--- src/rtl/swacc_mr_cmd_dispatch_pkg.sv ---
// Shared MR command dispatch definitions: head field layout, type/opcode
// codes and FSM state encoding.
package swacc_mr_cmd_dispatch_pkg;

    localparam logic [3:0] MR_TYPE_MPT    = 4'h1;
    localparam logic [3:0] MR_TYPE_MTT    = 4'h2;

    localparam logic [3:0] WR_MPT_WRITE   = 4'h1;
    localparam logic [3:0] WR_MPT_INVALID = 4'h2;

    localparam int TYPE_HI = 127;
    localparam int TYPE_LO = 124;
    localparam int OPC_HI  = 123;
    localparam int OPC_LO  = 120;

    localparam logic [1:0] ST_IDLE    = 2'd0;
    localparam logic [1:0] ST_MPT_FWD = 2'd1;
    localparam logic [1:0] ST_MTT_FWD = 2'd2;
    localparam logic [1:0] ST_DRAIN   = 2'd3;

    // Next state chosen from a command head sampled in IDLE.
    function automatic logic [1:0] decode_dest(input logic [3:0] typ,
                                               input logic [3:0] opc);
        logic [1:0] st;
        st = ST_DRAIN;
        if (typ == MR_TYPE_MTT)
            st = ST_MTT_FWD;
        else if (typ == MR_TYPE_MPT &&
                 (opc == WR_MPT_WRITE || opc == WR_MPT_INVALID))
            st = ST_MPT_FWD;
        return st;
    endfunction

endpackage

--- src/rtl/swacc_mr_cmd_dispatch_buf.sv ---
// mr_beat_buf: single-entry valid/ready register slice for data + last.
// Accepts a new beat in the same cycle the held one is handed off.
module mr_beat_buf #(
    parameter int DATA_W = 256
) (
    input  logic              clk,
    input  logic              rst,
    input  logic              in_valid,
    input  logic [DATA_W-1:0] in_data,
    input  logic              in_last,
    output logic              in_ready,
    output logic              out_valid,
    output logic [DATA_W-1:0] out_data,
    output logic              out_last,
    input  logic              out_ready
);

    assign in_ready = !out_valid || out_ready;

    always_ff @(posedge clk or posedge rst) begin
        if (rst) begin
            out_valid <= 1'b0;
            out_data  <= '0;
            out_last  <= 1'b0;
        end else if (in_valid && in_ready) begin
            out_valid <= 1'b1;
            out_data  <= in_data;
            out_last  <= in_last;
        end else if (out_ready) begin
            out_valid <= 1'b0;
        end
    end

endmodule

--- src/rtl/swacc_mr_cmd_dispatch.sv ---
// CEU MR command dispatcher: routes each head+data command to the MPT or
// MTT write thread, drains illegal commands and counts errors.
module swacc_mr_cmd_dispatch
    import swacc_mr_cmd_dispatch_pkg::*;
#(
    parameter int HEAD_W    = 128,
    parameter int DATA_W    = 256,
    parameter int MAX_BEATS = 4
) (
    input  logic              clk,
    input  logic              rst,
    input  logic              ceu_req_valid,
    input  logic [HEAD_W-1:0] ceu_req_head,
    input  logic              ceu_req_last,
    input  logic [DATA_W-1:0] ceu_req_data,
    output logic              ceu_req_ready,
    output logic              mpt_req_valid,
    output logic [HEAD_W-1:0] mpt_req_head,
    output logic              mpt_req_last,
    output logic [DATA_W-1:0] mpt_req_data,
    input  logic              mpt_req_ready,
    output logic              mtt_req_valid,
    output logic [HEAD_W-1:0] mtt_req_head,
    output logic              mtt_req_last,
    output logic [DATA_W-1:0] mtt_req_data,
    input  logic              mtt_req_ready,
    output logic              err_pulse,
    output logic [15:0]       err_cnt
);

    localparam int CNT_W = $clog2(MAX_BEATS + 1);

    logic [1:0]        state;
    logic [HEAD_W-1:0] head_reg;
    logic [CNT_W-1:0]  beat_cnt;
    logic              in_done;
    logic              ovf;

    logic              fwd;
    logic              sel_mpt;
    logic              sel_mtt;
    logic              dst_ready;
    logic              accept;
    logic              cap_beat;
    logic              hand_last;
    logic              err_evt;
    logic [1:0]        dest;
    logic              buf_in_valid;
    logic              buf_in_ready;
    logic              buf_in_last;
    logic              buf_valid;
    logic              buf_last;
    logic [DATA_W-1:0] buf_data;

    assign sel_mpt   = (state == ST_MPT_FWD);
    assign sel_mtt   = (state == ST_MTT_FWD);
    assign fwd       = sel_mpt || sel_mtt;
    assign dst_ready = sel_mpt ? mpt_req_ready : mtt_req_ready;
    assign dest      = decode_dest(ceu_req_head[TYPE_HI:TYPE_LO],
                                   ceu_req_head[OPC_HI:OPC_LO]);

    always_comb begin
        ceu_req_ready = 1'b0;
        unique case (state)
            ST_MPT_FWD, ST_MTT_FWD: ceu_req_ready = !in_done && buf_in_ready;
            ST_DRAIN:               ceu_req_ready = !in_done;
            default:                ceu_req_ready = 1'b0;
        endcase
    end

    assign accept       = ceu_req_valid && ceu_req_ready;
    assign buf_in_valid = fwd && ceu_req_valid && !in_done;
    // Beat MAX_BEATS without last closes the command early.
    assign cap_beat     = (beat_cnt == CNT_W'(MAX_BEATS - 1)) && !ceu_req_last;
    assign buf_in_last  = ceu_req_last || cap_beat;
    assign hand_last    = fwd && buf_valid && dst_ready && buf_last;
    assign err_evt      = (state == ST_IDLE && ceu_req_valid && dest == ST_DRAIN)
                       || (fwd && accept && cap_beat);

    mr_beat_buf #(.DATA_W(DATA_W)) u_buf (
        .clk       (clk),
        .rst       (rst),
        .in_valid  (buf_in_valid),
        .in_data   (ceu_req_data),
        .in_last   (buf_in_last),
        .in_ready  (buf_in_ready),
        .out_valid (buf_valid),
        .out_data  (buf_data),
        .out_last  (buf_last),
        .out_ready (fwd && dst_ready)
    );

    always_ff @(posedge clk or posedge rst) begin
        if (rst) begin
            state    <= ST_IDLE;
            head_reg <= '0;
            beat_cnt <= '0;
            in_done  <= 1'b0;
            ovf      <= 1'b0;
        end else begin
            unique case (state)
                ST_IDLE: begin
                    if (ceu_req_valid) begin
                        head_reg <= ceu_req_head;
                        beat_cnt <= '0;
                        in_done  <= 1'b0;
                        ovf      <= 1'b0;
                        state    <= dest;
                    end
                end
                ST_MPT_FWD, ST_MTT_FWD: begin
                    if (accept) begin
                        beat_cnt <= beat_cnt + CNT_W'(1);
                        if (buf_in_last) in_done <= 1'b1;
                        if (cap_beat)    ovf     <= 1'b1;
                    end
                    if (hand_last) begin
                        state   <= ovf ? ST_DRAIN : ST_IDLE;
                        in_done <= 1'b0;
                    end
                end
                default: begin
                    if (accept && ceu_req_last) state <= ST_IDLE;
                end
            endcase
        end
    end

    always_ff @(posedge clk or posedge rst) begin
        if (rst) begin
            err_pulse <= 1'b0;
            err_cnt   <= '0;
        end else begin
            err_pulse <= err_evt;
            if (err_evt && err_cnt != 16'hFFFF) err_cnt <= err_cnt + 16'd1;
        end
    end

    assign mpt_req_valid = sel_mpt && buf_valid;
    assign mpt_req_head  = sel_mpt ? head_reg : '0;
    assign mpt_req_data  = sel_mpt ? buf_data : '0;
    assign mpt_req_last  = sel_mpt && buf_last;

    assign mtt_req_valid = sel_mtt && buf_valid;
    assign mtt_req_head  = sel_mtt ? head_reg : '0;
    assign mtt_req_data  = sel_mtt ? buf_data : '0;
    assign mtt_req_last  = sel_mtt && buf_last;

endmodule

--- config.mk ---
export PLATFORM = sky130hd
export DESIGN_NAME = swacc_mr_cmd_dispatch
export DESIGN_NICKNAME = d
export VERILOG_FILES = /design/src/rtl/swacc_mr_cmd_dispatch_pkg.sv /design/src/rtl/swacc_mr_cmd_dispatch_buf.sv /design/src/rtl/swacc_mr_cmd_dispatch.sv
export SDC_FILE = /design/constraint.sdc
export NUM_CORES = 1
export LEC_CHECK = 0
export CAP_MARGIN = 20
export CORE_AREA = 2 2 460 462
export DETAILED_ROUTE_END_ITERATION = 7
export DIE_AREA = 0 0 462 464
export PLACE_DENSITY_LB_ADDON = 0.15
export SLEW_MARGIN = 20
export SYNTH_ARGS = -nofsm -noshare
export SYNTH_HDL_FRONTEND = slang
export SYNTH_SLANG_ARGS = --single-unit
--- constraint.sdc ---
create_clock -name clk -period 17.82 [get_ports clk]
set_clock_uncertainty 0.2 [all_clocks]
set_input_delay 3.564 -clock clk [delete_from_list [all_inputs] [get_ports clk]]
set_output_delay 3.564 -clock clk [all_outputs]
set_load 0.02 [all_outputs]
Word-level counts from Yosys, hierarchy flattened

Cells that the tools add are included.

$add $sub $neg: 2
Equality and inequality tests: 16
Mux-type cells: 26
Reduce and logical (&&, ||, !) cells: 39

Operators by type and width:

| kind                                                                     | count |
|---|---|
| 256-bit 2-to-1 mux                                                       | 2 |
| 128-bit 2-to-1 mux                                                       | 2 |
| 1-bit logical AND                                                        | 21 |
| 16-bit by 1-bit adder with 16-bit output (second input constant)         | 1 |
| 16-bit inequality test (second input constant)                           | 1 |
| 2-bit 2-to-1 mux                                                         | 6 |
| 1-bit 2-to-1 mux                                                         | 9 |
| 4-bit by 1-bit == test with 1-bit output (second input constant)         | 2 |
| 4-bit by 2-bit == test with 1-bit output (second input constant)         | 2 |
| 2-bit inequality test (second input constant)                            | 4 |
| 4-bit AND reduction                                                      | 2 |
| 2-bit == test (second input constant)                                    | 3 |
| 3-bit 2-to-1 mux                                                         | 2 |
| 1-bit one-hot mux with 2 select lines                                    | 3 |
| 3-bit one-hot mux with 2 select lines                                    | 1 |
| 3-bit AND reduction                                                      | 2 |
| 1-bit logical OR                                                         | 5 |
| 2-bit one-hot mux with 2 select lines                                    | 1 |
| 2-bit nonzero test                                                       | 2 |
| 3-bit by 1-bit adder with 3-bit output (second input constant)           | 1 |
| 3-bit by 2-bit == test with 1-bit output (second input constant)         | 1 |
| 1-bit logical NOT                                                        | 3 |
| 3-bit by 2-bit inequality test with 1-bit output (second input constant) | 1 |
| 3-bit inequality test (second input constant)                            | 1 |
| other kinds (5)                                                          | 5 |

Bits in registers: 410
Input bits: 390

Logic depth before layout (Yosys ltp)

Gate-level depths: netlist of run 1.

Depth in word-level cells: 11
Gate-level depth with buffers: 10
Depth with buffers taken out: 8

Modules after synthesis

A second synthesis of run 1 with hierarchy kept.

Cell total of the unflattened synthesis: 1814
Area, all modules: 22049.9 um^2

By module, submodules not included:

| module                | instances | cells an instance | area an instance (um^2) | sequential area each (um^2) |
|---|---|---|---|---|
| swacc_mr_cmd_dispatch | 1         | 1267              | 11305.8                 | 3803.6 |
| mr_beat_buf           | 1         | 547               | 10744.1                 | 6456.2 |

Least setup slack after synthesis of run 1

OpenSTA, ideal clock, no wires.

Path type: input port to output port
Start point: input port mpt_req_ready
End point: output port ceu_req_ready
Arrival: 4.194 ns
Path slack: 9.862 ns
Stages: 4
Buffers on the path: 0
Cells stage by stage: mux2i_4 > nand2_1 > nand3b_1 > a21oi_1

Longest elaborated chain between the ends: 5

Ends and longest elaborated chain:

| element                               | line                            | text |
|---|---|---|
| start: declaration                    | swacc_mr_cmd_dispatch.sv:21     | `input logic mpt_req_ready,` |
| 1-bit 2-to-1 mux                      | swacc_mr_cmd_dispatch.sv:58     | `assign dst_ready = sel_mpt ? mpt_req_ready : mtt_req_ready;` |
| 1-bit logical AND                     | swacc_mr_cmd_dispatch.sv:90     | `.out_ready (fwd && dst_ready)` |
| 1-bit logical OR                      | swacc_mr_cmd_dispatch_buf.sv:18 | `assign in_ready = !out_valid \|\| out_ready;` |
| 1-bit logical AND                     | swacc_mr_cmd_dispatch.sv:65     | `ST_MPT_FWD, ST_MTT_FWD: ceu_req_ready = !in_done && buf_in_ready;` |
| 1-bit one-hot mux with 2 select lines | swacc_mr_cmd_dispatch.sv:64     | `unique case (state)` |
| end: declaration                      | swacc_mr_cmd_dispatch.sv:16     | `output logic ceu_req_ready,` |

Every way passes these cells.

Worst setup path in the final report of run 1

Same ends and word-level chain as after synthesis.

==> summary.md, run 1 <==
| Metric | Value |
|---|---|
| CTS buffer count | 61 |
| Dpl ws | 8094 ps |
| HP Class | reg2reg |
| GRT Residual Overflow | 0 |
| Detailed Place HPWL | 102300 um |
| FP Rows | 168 |
| RSZ-0062 raised after global routing | false |
| Switching part of the total | 43.32% |
| Full die area | 214400 sq um |
| Core Util, Final | 18.17% |
| Pins Over Slew Limit | 0 |
| Max Root-Sink Buffers | 3 |
| P_int | 4280 uW |
| Period utilisation layout | 53.39% |
| R2r startpoint | state[1]$_DFFE_PP0P_ |
| Max reg flops | 256 |
| Global-route usage over all layers | 11.75% |
| Residual DRC | 0 |
| Vias | 18110 |
| TritonCTS clock tree | yes |
| FMAX | 105.1 MHz |
| Post-Syn Nets | 2224 |
| Routed WL per cell | 22.49 um |
| Vias in the first global route | 19030 |
| Clock sink count | 410 |
| Synth top area share | 49.27% |
| Kind of critical path | in2out |
| # IOs | 1180 |
| H-tree levels | 2 |
| Post-DRT Antenna Nets | 0 |
| Biggest area consumer among synthesized cells | dfrtp_1 |
| Clk_lat worst skew | 690 ps |
| Placeable Area | 209200 sq um |
| Internal reg-to-reg setup slack | 13370 ps |
| Worst setup margin | 8305 ps |
| Max Cap Viol | 0 |
| Crit end category | output port |
| Worst IR Drop VDD | 0.06953 mV |
| Ratio of cells with drive above 1 in the final layout | 17.22% |
| Setup violators final | 0 |
| Final hold violations | 0 |
| Commonest non-fill, non-tap cell in the layout | clkdlybuf4s50_1 |
| Mapped Area | 20820 sq um |
| Logic pwr share | 56.6% |
| Mapped Cells | 1826 |
| Initial core utilization | 9.957% |
| 1st-iter DRT viols | 651 |
| Critical Path Max Stage Delay | 710 ps |
| Hold_buf cts | 0 |
| Finished Cell Area | 37990 sq um |
| CP Max Fanout | 8 |
| Worst reg-to-reg path cell count | 7 |
| Post-CTS Resized | 0 |
| Worst EP required | 14060 ps |
| Startpoint Class | input port |
| Worst-margin pin slew | 1020 ps |
| Register area share after synthesis | 49.27% |
| Die Span Y | 464 um |
| Final worst path period need | 9515 ps |
| Switching Power | 3271 uW |
| RePlAce Congestion | 0.7606 |
| Status | finished clean |
| Antenna violations before repair | 30 |
| Clk network pwr share | 17.8% |
| CP endpoint | ceu_req_ready |
| Clk pin slew, worst setup/hold paths | 60 ps |
| Lkg Pwr | 0.01436 uW |
| Seq pwr share | 25.6% |
| Area delta synth->final | 82.44% |
| Total power | 7552 uW |
| Power Density | 198.8 nW/um^2 |
| Post-CTS Setup Bufs | 0 |
| Warnings, synthesis | 0 |
| First-pass GRT wire length | 174700 um |
| Yosys cell types | 42 |
| Via/cell ratio | 3.110 |
| Final setup TNS | 0 ps |
| DRT Pass-1 Iters | 4 |
| DIE WIDTH | 462 um |
| Most used cell, CP | clkdlybuf4s50_1 |
| CTS Root Buffer Type | clkbuf_16 |
| Worst Setup SP | mpt_req_ready |
| Drt total wl | 131000 um |
| Worst slew margin | 32.02% |
| Most frequent cells in the layout | clkdlybuf4s50_1, and2_1, dfrtp_1 |
| Synth top area cells | dfrtp_1, and2_1, mux2_2 |
| Critical R2R Capture | u_buf.out_data[29]$_DFFE_PP0P_ |
| DP Area | 35800 sq um |
| Largest net degree at the start of global routing | 105 |
| CP arrival | 5750 ps |
| IO Port Bufs | 1179 |
| Slowest cell on crit path | clkdlybuf4s50_1 |
| Nets | 3357 |
| CP Cell Sequence | clkdlybuf4s50_1, mux2i_4, nand2_1, nand3b_1, a21oi_1, clkdlybuf4s50_1 |
| Post-synthesis register bit count | 410 |
| Synth Area per Inst | 11.40 sq um |
-- power groups by stage --
stage               logic [uW]  registers [uW]  clock network (uW)
floorplan                 2340            1620                   0
global placement          4390            1980                   0
detailed placement        4380            1980                   0
CTS                       4400            1970                1430
global route              4570            2020                1450
finish                    4270            1940                1340
-- stage by stage --
stage | hold WS, ps | cells
floorplan | 263.1 | 1826
global placement | 287.1 | 5701
detailed placement | 300.4 | 5701
CTS | 306.3 | 5813
global route | 329.0 | 5814
finish | 303.5 | 5825
-- cell usage after synthesis (all sizes together) --
library cell / count
o21ai: 6
mux2i: 1
a32o: 1
nor4: 2
ha: 8
a22oi: 3
nand2: 11
nand3b: 3
a2111oi: 1
o22ai: 2
clkbuf: 96
a21oi: 12
mux2: 388
nor2b: 2
and4: 2
nor3b: 1
xor2: 3
and3: 1
xnor2: 7
nand4: 9
or4b: 2
inv: 10
a31oi: 3
a211oi: 1
nor3: 5
nor2: 15
and2: 772
or3: 2
nor4b: 1
nand2b: 2
buf: 35
o21a: 1
nand3: 8
dfrtp: 410
-- worst max-delay path: cells and delay by family --
family / cells / cell delay [ps]
buffers and inverters: 2 / 1290
AND/OR/NAND/NOR: 2 / 250
AO/OA/AOI/OAI: 1 / 470
multiplexers: 1 / 170
-- routing by layer --
layer	routed length, um	up-vias	share of wire [%]	track usage, %
met5	120	-	0.092	0
met4	2591	18	2.0	2.679
met3	12790	121	9.8	4.688
met2	60810	819	46	19.38
met1	54710	8851	42	14.20
li1	-	8304	-	-
-- cell families after synthesis --
| logic type | synth area share, % |
|---|---|
| DFF | 49.27 |
| adders and majority gates | 0.4807 |
| buffers and inverters | 2.800 |
| AOI/OAI and AO/OA | 0.9914 |
| xor gates and xnor gates | 0.4206 |
| and+or+nand+nor | 24.95 |
| muxes | 21.09 |
-- how the worst min path moves through the flow --
stage                                  startpoint                 endpoint  slack (ps)  cells past startpoint
after floorplan           beat_cnt[0]$_DFFE_PP0P_  beat_cnt[0]$_DFFE_PP0P_         260                      1
after global placement    beat_cnt[1]$_DFFE_PP0P_  beat_cnt[1]$_DFFE_PP0P_         290                      1
after detailed placement  beat_cnt[1]$_DFFE_PP0P_  beat_cnt[1]$_DFFE_PP0P_         300                      1
after CTS                 beat_cnt[0]$_DFFE_PP0P_  beat_cnt[0]$_DFFE_PP0P_         310                      1
after global routing      beat_cnt[0]$_DFFE_PP0P_  beat_cnt[0]$_DFFE_PP0P_         330                      1
final                     beat_cnt[0]$_DFFE_PP0P_  beat_cnt[0]$_DFFE_PP0P_         300                      1
-- final cells by class --
class	count	area (sq um)
clock inverter	17	282.8
antenna	12	30.03
multi-input combinational	1275	10020
fill	23210	171200
tap	2805	3510
sequential	410	10260
inverter	10	45.04
clock buffer	95	1877
timing repair buffer	1201	11970
Note: power is estimated with default switching activity, not from simulation.
==> run 2, diff against run 1 <==
Settings changed: CORE_AREA 2 2 460 462 to 2 2 457 459, DIE_AREA 0 0 462 464 to 0 0 459 461.
Clock period 17.82 ns to 8.37 ns, I/O delays scaled along.
==> run 2 against run 1 <==
Sequential cell count unchanged; die area down 1.3%; core utilization up 0.21 points; worst setup slack worse by 5700 ps; critical path depth unchanged.
==> summary.md, run 2 (synthesis gave the netlist of run 1 again) <==
| Metric | Value |
|---|---|
| FP Rows | 167 (-0.60%) |
| CTS buffer count | 61 (unchanged) |
| Finished Layout Cells | 5738 (-1.5%) |
| Area delta synth->final | 82.17% |
| Worst IR Drop VDD | 0.1845 mV (+170%) |
| Hold Path Sink | beat_cnt[1]$_DFFE_PP0P_ |
| # IOs | 1180 (unchanged) |
| Ratio of cells with drive above 1 in the final layout | 17.26% (+0.034 points) |
| Setup violators final | 0 (unchanged) |
| Drt total wl | 131700 um (+0.52%) |
| Most frequent cells in the layout | clkdlybuf4s50_1, and2_1, dfrtp_1 |
| Core Util, Final | 18.38% (+0.21 points) |
| Post-DRT Antenna Nets | 0 (unchanged) |
| Commonest non-fill, non-tap cell in the layout | clkdlybuf4s50_1 |
| Clk_lat worst skew | 680 ps (about the same) |
| GRT Residual Overflow | 0 (unchanged) |
| Worst setup margin | 2601 ps (-5704 ps) |
| Met2 Use GR | 19.75% (+0.37 points) |
| Crit end category | output port |
| Antenna violations before repair | 48 (+60%) |
| Worst-margin pin slew | 1014 ps (-5.550 ps) |
| 1st-iter DRT viols | 587 (-9.8%) |
| Final setup TNS | 0 ps (unchanged) |
| Busiest grt layer | met2 |
| Period utilisation layout | 68.93% |
| CP Max Fanout | 8 (unchanged) |
| Critical R2R Capture | u_buf.out_data[82]$_DFFE_PP0P_ |
| Kind of critical path | in2out |
| Max Root-Sink Buffers | 3 (unchanged) |
| Internal reg-to-reg setup slack | 4810 ps (-8560 ps) |
| Met1 Usage GRT | 13.76% (-0.44 points) |
| HP Class | reg2reg |
| RePlAce Congestion | 0.7839 (+3.1%) |
| Initial core utilization | 10.09% (+0.13 points) |
| Max reg flops | 256 (unchanged) |
| Global-route usage over all layers | 11.91% (+0.16 points) |
| Clk pin slew, worst setup/hold paths | 60 ps (about the same) |
| Full die area | 211600 sq um (-1.3%) |
| Startpoint Class | input port |
| RSZ-0062 raised after global routing | false |
| Final worst path period need | 5769 ps |
| Worst Hold Depth | 1 (unchanged) |
| Clock sink count | 410 (unchanged) |
| R2r startpoint | state[1]$_DFFE_PP0P_ |
| Final hold violations | 0 (unchanged) |
| Worst slew margin | 32.39% (+0.37 points) |
| CP arrival | 3900 ps (-1850 ps) |
| Pins Over Slew Limit | 0 (unchanged) |
| Placeable Area | 206400 sq um (-1.3%) |
| Largest net degree at the start of global routing | 165 (+57%) |
| Seq pwr share | 26.1% (+0.5 points) |
| Met3 Use GR | 5.584% (+0.90 points) |
| Vias in the first global route | 19170 (+0.75%) |
| Routed WL per cell | 22.95 um (+2.0%) |
| Worst reg-to-reg path cell count | 7 (unchanged) |
| Via/cell ratio | 3.141 (+1.0%) |
| P_int | 9081 uW (+110%) |
| Residual DRC | 0 (unchanged) |
| Finished Cell Area | 37940 sq um (-0.15%) |
| DIE WIDTH | 459 um (-0.65%) |
| Status | finished clean |
| First-pass GRT wire length | 175000 um (+0.16%) |
| Post-CTS Setup Bufs | 0 (unchanged) |
| DP Area | 35760 sq um (-0.13%) |
| H-tree levels | 2 (unchanged) |
| IO Port Bufs | 1179 (unchanged) |
| CTS Root Buffer Type | clkbuf_16 |
| Hold_buf cts | 0 (unchanged) |
| Post-CTS Resized | 0 (unchanged) |
| Nets | 3356 (-0.030%) |
| Lkg Pwr | 0.01434 uW (-0.13%) |
| Max Cap Viol | 0 (unchanged) |
| Placed Cells | 5598 (-1.8%) |
| Switching part of the total | 43.62% (+0.30 points) |
| Detailed Place HPWL | 103000 um (+0.71%) |
| Switching Power | 7026 uW (+110%) |
| Die Span Y | 461 um (-0.65%) |
| TritonCTS clock tree | yes |
| Power Density | 424.5 nW/um^2 (+110%) |
| Vias | 18020 (-0.50%) |
| Clk network pwr share | 17.3% (-0.5 points) |
| Dpl ws | 2422 ps (-5673 ps) |
| Logic pwr share | 56.7% (about the same) |
| Worst EP required | 6500 ps (-7560 ps) |
| DRT Pass-1 Iters | 4 (unchanged) |
| Worst Min Path Start | beat_cnt[1]$_DFFE_PP0P_ |
| FMAX | 173.3 MHz |
[run 2: cell types whose count changed in the layout (fill, tap and decap cells not counted), sizes merged]
cell      previous run  this run
buf                 22        21
clkbuf              95        82
clkinv               8        13
clkinvlp             0         5
diode               12        32
inv                 12        10
[run 2: worst max-delay path by stage]
stage                     slack [ps]                      end  depth (start not counted)           from
after floorplan                  970  beat_cnt[0]$_DFFE_PP0P_                          1            rst
after global routing            2440            ceu_req_ready                          6  mtt_req_ready
after CTS                       2420            ceu_req_ready                          6  mtt_req_ready
after global placement          2410            ceu_req_ready                          6  mtt_req_ready
after detailed placement        2420            ceu_req_ready                          6  mtt_req_ready
final                           2600            ceu_req_ready                          6  mtt_req_ready
[run 2: cell type report]
cell class / count / area (sq um)
Inverter: 10 / 41.29
Multi-Input combinational cell: 1275 / 10020
Clock inverter: 25 / 325.3
Timing Repair Buffer: 1200 / 12080
Sequential cell: 410 / 10260
Antenna cell: 32 / 80.08
Tap cell: 2704 / 3383
Fill cell: 22920 / 168500
Clock buffer: 82 / 1747
[run 2: layer usage]
layer	routed length, um	vias up
li1	-	8306
met5	180	-
met1	52160	8737
met2	62800	831
met3	14330	121
met4	2225	28
[run 2: per-stage QoR]
| stage | hold slack, ps | power (uW) |
|---|---|---|
| after floorplan | 263.1 | 8437 |
| final | 298.0 | 16110 |
| after global placement | 286.8 | 13660 |
| after global routing | 318.7 | 17110 |
| after detailed placement | 289.1 | 13630 |
| after CTS | 299.1 | 16580 |
[run 2: critical path, cell delays in order]
cell             delay [ps]
clkdlybuf4s50_1         700
mux2i_4                 200
nand2_1                 170
nand3b_1                 90
a21oi_1                 370
clkdlybuf4s50_1         690
[run 2: power by group through the flow]
stage	clock network [uW]	logic, uW	registers, uW
after floorplan	0	4980	3450
after global placement	0	9360	4290
after detailed placement	0	9330	4310
after CTS	2930	9370	4280
after global routing	3000	9740	4370
final	2780	9130	4200
